`src/rtl/neighbor_max_pool.sv`:
```
// Per-lane signed running max over NUM_NEIGHBOR difference vectors per group.
// Optional fused ReLU at output load: define NEIGHBOR_MAX_POOL_RELU_EN.
module neighbor_max_pool #(
    parameter int INPUT_DATA_WIDTH = 8,
    parameter int PE_ROW           = 16,
    parameter int NUM_NEIGHBOR     = 16
) (
    input  logic                             clk,
    input  logic                             rstn,
    input  logic                             group_start,
    input  logic                             din_valid,
    input  logic [INPUT_DATA_WIDTH*PE_ROW-1:0] din,
    output logic [INPUT_DATA_WIDTH*PE_ROW-1:0] dout,
    output logic                             dout_valid,
    input  logic                             dout_ready,
    output logic                             err_overrun,
    output logic                             err_short,
    input  logic                             err_clr
);

    localparam int W  = INPUT_DATA_WIDTH;
    localparam int VW = INPUT_DATA_WIDTH * PE_ROW;
    localparam int CW = $clog2(NUM_NEIGHBOR + 1);

    localparam logic [1:0] IDLE  = 2'd0;
    localparam logic [1:0] ACCUM = 2'd1;
    localparam logic [1:0] HOLD  = 2'd2;

    localparam logic [W-1:0]  NEG  = {1'b1, {(W-1){1'b0}}};
    localparam logic [CW-1:0] LAST = CW'(NUM_NEIGHBOR - 1);

    logic [1:0]    state;
    logic [CW-1:0] cnt;
    logic [VW-1:0] acc;
    logic [VW-1:0] out_reg;
    logic [VW-1:0] mx;
    logic [VW-1:0] init_acc;
    logic [CW-1:0] init_cnt;
    logic          slot_free;
    logic          take;

    function automatic logic [VW-1:0] relu(input logic [VW-1:0] v);
        logic [VW-1:0] r;
        r = v;
`ifdef NEIGHBOR_MAX_POOL_RELU_EN
        for (int i = 0; i < PE_ROW; i++) begin
            if (v[i*W+W-1]) r[i*W +: W] = '0;
        end
`endif
        return r;
    endfunction

    always_comb begin
        mx = '0;
        for (int i = 0; i < PE_ROW; i++) begin
            if ($signed(din[i*W +: W]) > $signed(acc[i*W +: W]))
                mx[i*W +: W] = din[i*W +: W];
            else
                mx[i*W +: W] = acc[i*W +: W];
        end
    end

    // A start coinciding with a valid makes din the first sample of the new group.
    assign init_acc  = din_valid ? din : {PE_ROW{NEG}};
    assign init_cnt  = {{(CW-1){1'b0}}, din_valid};
    assign take      = dout_valid && dout_ready;
    assign slot_free = !dout_valid || dout_ready;
    assign dout      = out_reg;

    always_ff @(posedge clk or negedge rstn) begin
        if (!rstn) begin
            state       <= IDLE;
            cnt         <= '0;
            acc         <= {PE_ROW{NEG}};
            out_reg     <= '0;
            dout_valid  <= 1'b0;
            err_overrun <= 1'b0;
            err_short   <= 1'b0;
        end else begin
            if (take) dout_valid <= 1'b0;
            if (err_clr) begin
                err_overrun <= 1'b0;
                err_short   <= 1'b0;
            end
            case (state)
                IDLE: begin
                    if (group_start) begin
                        acc   <= init_acc;
                        cnt   <= init_cnt;
                        state <= ACCUM;
                    end
                end
                ACCUM: begin
                    if (group_start) begin
                        if (cnt != '0) err_short <= 1'b1;
                        acc <= init_acc;
                        cnt <= init_cnt;
                    end else if (din_valid) begin
                        acc <= mx;
                        cnt <= cnt + 1'b1;
                        if (cnt == LAST) begin
                            if (slot_free) begin
                                out_reg    <= relu(mx);
                                dout_valid <= 1'b1;
                                state      <= IDLE;
                            end else begin
                                state <= HOLD;
                            end
                        end
                    end
                end
                HOLD: begin
                    if (din_valid || group_start) err_overrun <= 1'b1;
                    if (take) begin
                        out_reg    <= relu(acc);
                        dout_valid <= 1'b1;
                        state      <= IDLE;
                    end
                end
                default: state <= IDLE;
            endcase
        end
    end

endmodule

```
`config.mk`:
```
export PLATFORM = sky130hd
export DESIGN_NAME = neighbor_max_pool
export DESIGN_NICKNAME = d
export VERILOG_FILES = /design/src/rtl/neighbor_max_pool.sv
export SDC_FILE = /design/constraint.sdc
export NUM_CORES = 1
export LEC_CHECK = 0
export ABC_CLOCK_PERIOD_IN_PS = 2240
export CORE_MARGIN = 2
export CORE_UTILIZATION = 48
export CTS_CLUSTER_DIAMETER = 200
export DETAILED_ROUTE_END_ITERATION = 8
export PLACE_DENSITY = 0.88
export SYNTH_ARGS = -nofsm -noshare
export SYNTH_HDL_FRONTEND = slang
export SYNTH_SLANG_ARGS = --single-unit
```
`constraint.sdc`:
```
create_clock -name clk -period 2.24 [get_ports clk]
set_clock_uncertainty 0.05 [all_clocks]
set_input_delay 0.56 -clock clk [delete_from_list [all_inputs] [get_ports clk]]
set_output_delay 0.56 -clock clk [all_outputs]
set_load 0.05 [all_outputs]
```
== After elaboration in Yosys (flattened, before gate mapping) ==
Cells that the tools add are included.

* Register bits after elaboration: 266
* Input port bits: 134
* Output and inout bits: 131
* Logic and storage cells: 97

* Equal/unequal tests: 10
* $lt $le $gt $ge: 16
* Reductions and logical operators: 11
* Mux-type cells: 52
* Add/subtract/negate cells: 1

{| class="wikitable"
|+ Operators with widths
! operator !! count
|-
| $mux 128 || 9
|-
| $pmux 128 s2 || 2
|-
| $gt 8x8->1 || 16
|-
| $mux 8 || 16
|-
| $mux 5 || 3
|-
| $mux 1 || 13
|-
| $mux 2 || 6
|-
| $ne 2x2->1 const B || 6
|-
| $pmux 5 s2 || 1
|-
| $pmux 2 s3 || 1
|-
| $reduce_and 6->1 || 1
|-
| $add 5x1->5 const B || 1
|-
| $eq 5x4->1 const B || 1
|-
| $reduce_and 5->1 || 1
|-
| $reduce_bool 5->1 || 1
|-
| $reduce_bool 2->1 || 2
|-
| $ne 3x3->1 const B || 1
|-
| $reduce_and 3->1 || 1
|-
| $eq 2x1->1 const B || 1
|-
| $eq 2x2->1 const B || 1
|-
| $logic_not 2->1 || 1
|-
| $logic_or 1x1->1 || 2
|-
| $pmux 1 s2 || 1
|-
| $logic_and 1x1->1 || 1
|-
| $logic_not 1->1 || 1
|}

== Longest topological paths before layout ==
* Word-level depth: 7
* Gate-level depth with buffers: 10
* Depth with buffers taken out: 8

== Worst setup path after synthesis ==
No wires, ideal clock.

* Kind: input -> register
* From: input din[47]
* To: register out_reg[40] (netlist: dout[40])
* Setup time: 0.126 ns
* Data required time: 2.064 ns
* Path buffers: 1
* Arrival time: 2.304 ns
* Stages on the path: 8
* Path slack: -0.239 ns
* Cells stage by stage: ha_1 nand4_2 a211o_1 and4b_4 or4_1 buf_6 mux2i_1 a21oi_1

* Cells in the longest elaborated chain, start to end: 7

{| class="wikitable"
|+ RTL lines
! what !! line !! text
|-
| from (decl) || 12 || <nowiki>input logic [INPUT_DATA_WIDTH*PE_ROW-1:0] din,</nowiki>
|-
| $gt 8x8->1 || 56 || <nowiki>if ($signed(din[i*W +: W]) > $signed(acc[i*W +: W]))</nowiki>
|-
| $mux 8 || 56 ||
|-
| $mux 128 || 102 || <nowiki>if (slot_free) begin</nowiki>
|-
| $mux 128 || 101 || <nowiki>if (cnt == LAST) begin</nowiki>
|-
| $mux 128 || 98 || <nowiki>end else if (din_valid) begin</nowiki>
|-
| $mux 128 || 94 || <nowiki>if (group_start) begin</nowiki>
|-
| $pmux 128 s2 || 85 || <nowiki>case (state)</nowiki>
|-
| to (signal assigned) || 103 || <nowiki>out_reg <= relu(mx);</nowiki>
|-
| to (signal assigned) || 115 || <nowiki>out_reg <= relu(acc);</nowiki>
|-
| to (decl) || 35 || <nowiki>logic [VW-1:0] out_reg;</nowiki>
|}

Every way passes these cells. The select of a mux whose other input is x is not followed.
A chain may end at the register's enable or synchronous reset.

== Worst setup path in the final report ==
* From: input din[62]
* To: register out_reg[62] (netlist: dout[62])

* Cells in the longest elaborated chain, start to end: 7

{| class="wikitable"
|+ RTL lines
! what !! line
|-
| $gt 8x8->1 || 56
|-
| $mux 8 * || 56
|-
| $mux 128 * || 102
|-
| $mux 128 * || 101
|-
| $mux 128 * || 98
|-
| $mux 128 * || 94
|-
| $pmux 128 s2 * || 85
|}

Every way passes the cells marked *; elsewhere a longest branch is shown, timed or not. The select of a mux whose other input is x is not followed.

==> key figures <==
Run status
  • Status: complete, but fails checks
  • Failing checks: negative setup slack

Drt
  • Residual DRC count: 0
  • Iter 0 DRT Violations: 990
  • Final WL: between 50 and 60 mm
  • Antenna Nets Post-Route: 0
  • WL/cell: approximately 21 µm
  • Via/cell ratio: about 5.9
  • Vias: around 14000
  • First-pass detailed-route iteration total: 6

Power
  • PD cells: 1662 nW/µm²
  • Clock share of power: between 10% and 20%
  • Sequential share of power: between 20% and 30%
  • Leakage: about 10 nW
  • Sw Ratio: 46.66%
  • Power share of the combinational group: 61.0%
  • Max VDD drop: 987.5 µV
  • Internal: just under 0.02 W
  • Psw: 0.01709 W

Critical path
  • Crit-path max FO: 8
  • Critical Path RT: 2610 ps
  • FF-to-FF setup slack: -280 ps
  • Crit path DAT: between 2000 and 3000 ps
  • Crit end category: register
  • Critical path type: in -> reg
  • Startpoint types: primary input

Floorplanning
  • Site row count: 64
  • Chip Width: approximately 180 µm
  • Core Area: around 30000 µm²
  • Die height: 178.9 µm
  • Die footprint: between 30000 and 40000 µm²
  • Initial Utilization: between 40 and 50%
  • Ports: 265

Timing
  • Minimum clock period: 2525 ps
  • Setup TNS: -7253 ps
  • Max Clock Freq: 0.3961 GHz
  • RSZ-0062 raised after global routing: yes
  • Final setup fails: 88
  • Final number of max-transition violations: 0
  • Final period util: 112.7%
  • Max-slew headroom: 62.65%
  • Final worst slack: -284.8 ps
  • Final hold violations: 0
  • Worst-margin pin slew: about 560 ps

Synthesis
  • Asr flop ratio synth: 100.0%
  • Post-synth top area cell: dfrtp_1
  • Synth cell count leaders: dfrtp_1, inv_1, nor2_1
  • Syn Inst Count: 1458
  • Synth top area cells: dfrtp_1, ha_1, mux2i_1
  • Most common cell in the netlist: dfrtp_1
  • Simple-gate share of the synthesized area: under 10%
  • Post-synthesis compound-gate area fraction: between 10% and 20%
  • Number of synthesized register bits: approximately 270
  • Seq/Total Area, Yosys: 45.48%
  • Cell variety after synth: 54
  • Xor and xnor area share after synthesis: less than 1%
  • Top_reg_cell synth: dfrtp_1
  • Syn nets: between 1500 and 2000
  • Post-synth top area share: 42.61%
  • Mapped Area: about 15000 µm²
  • Adder-cell share of the synthesized area: 11.42%
  • Post-synthesis mux area share: around 7.7%
  • Number of synthesized flops with an enable pin: 0
  • Largest family of logic cells by synthesized area: compound AO/OA/AOI/OAI gates
  • Mean Syn Cell Area: just over 10 µm²
  • Synth warn: 0

Finish
  • Register Area: 6676 µm²
  • Area grow syn2layout: 50.12%
  • Ratio of cells with drive above 1 in the final layout: 27.47%
  • Final-stage net count: between 2000 and 2500
  • Finished Core Util: 72.61%
  • Multi-input logic area: just over 8000 µm²
  • Fillers: 1907

Placement
  • Post-DP HPWL: 30.73 mm
  • Port Buf Inserts: 264
  • Final GP Congestion: 0.9137

Clock network
  • Reg clk slew, reported paths: approximately 60 ps
  • CTS tree: yes
  • Clock H-tree levels: 1
  • Clk Latency, worst-skew pair: 560 ps
  • Clock tree buffer depth: 3
  • Clock Root Buffer: clkbuf_16
  • Sink Count: 266
  • TritonCTS buffer count: 29

Flow run
  • Max-cap violations: 0

Global route
  • Vias in the first global route: 13790
  • GRT Residual Overflow: 0
  • Initial antenna violation count: 3
  • First-pass GRT wire length: between 60 and 70 mm
  • Total track usage: 26.51%
  • Largest net degree at the start of global routing: 49

Worst hold path
  • Hold Crit Class: in -> reg
-- placed cells by master (no fill, tap or decap), types with 26 or more instances in the layout --
cell / instances
ha_1: 104
a22o_1: 112
a21oi_2: 27
clkbuf_16: 38
ha_4: 28
a21oi_1: 115
nor2_1: 117
inv_1: 155
dfrtp_1: 250
o21ai_0: 26
dlygate4sd2_1: 126
clkdlybuf4s50_1: 118
mux2i_1: 95
buf_4: 232
nand4_1: 29
-- repair_timing --
action,4_1_cts,5_1_grt
buffers inserted,11,24
pin swaps,44,86
hold buffers,1,0
gates resized for setup,184,190
endpoints found under the setup margin,332,248
endpoints found under the hold margin,33,0
gates cloned,0,10
-- cells by family (layout without fill, tap and decap cells) --
logic type,Yosys count,in the layout
AO/OA/AOI/OAI,417,417
other,0,3
XOR/XNOR,1,1
buffers and inverters,233,748
multiplexers,113,113
adder cells (fa/ha/maj),134,134
flip-flops,266,266
AND/OR/NAND/NOR,294,294
-- state kept, by name (all words and copies together) (netlist names) --
name         count
acc            128
cnt              5
dout           128
dout_valid       1
err_overrun      1
err_short        1
state            2
-- layer usage --
layer | track usage (%) | wire length (µm) | part of all wire, %
met5 | 0 | 13 | 0.026
met4 | 8.943 | 1994 | 4.0
met3 | 6.064 | 4027 | 8.0
met2 | 46.04 | 24980 | 50
met1 | 32.42 | 19170 | 38
-- power groups by stage --
stage	registers (W)	logic (W)	clock network (W)
6_report	0.00908	0.0223	0.00520
5_1_grt	0.00932	0.0237	0.00541
4_1_cts	0.00886	0.0194	0.00522
3_5_place_dp	0.00894	0.0193	0
3_3_place_gp	0.00879	0.0186	0
2_1_floorplan	0.0126	0.00860	0
-- worst max-delay path, stage by stage --
cell             delay (ps)
clkdlybuf4s50_1         490
ha_4                    340
buf_4                   110
nand4_1                 160
nor2_1                  260
a211oi_2                 90
o21bai_1                220
buf_6                   210
mux2i_1                 320
a21oi_1                 140
-- metrics by stage --
step / area [µm²] / setup slack (ps) / std cells / total power (W) / hold WS (ps)
global route: 22030 / -383.4 / 2370 / 0.03844 / 308.6
floorplan: 14840 / -171.8 / 1458 / 0.02118 / 214.4
detailed placement: 19470 / -747.4 / 2274 / 0.02820 / 444.9
finish: 22040 / -284.8 / 2372 / 0.03663 / 296.3
global placement: 19470 / -683.3 / 2274 / 0.02739 / 438.9
CTS: 20720 / -241.8 / 2339 / 0.03343 / 387.2
-- path summary, 6_finish.rpt --
| check | from | end | depth (start not counted) |
|---|---|---|---|
| max in group asynchronous | rstn | acc[15] | 3 |
| setup reg to reg | acc[63] | dout[62] | 9 |
| hold / removal | din[119] | acc[119] | 3 |
| setup / recovery | din[62] | dout[62] | 10 |
| min in group asynchronous | rstn | dout[106] | 2 |
| hold reg to reg | acc[15] | acc[15] | 2 |
-- layout make-up --
type / instances / share of cell area [%]
Sequential cell: 266 / 30.30
Tap cell: 396 / 2.248
Antenna cell: 3 / 0.03407
Multi-Input combinational cell: 959 / 37.70
Inverter: 169 / 2.879
Clock buffer: 46 / 4.173
Clock inverter: 7 / 0.5280
Timing Repair Buffer: 526 / 22.14
(Power assumes the default switching activity.)
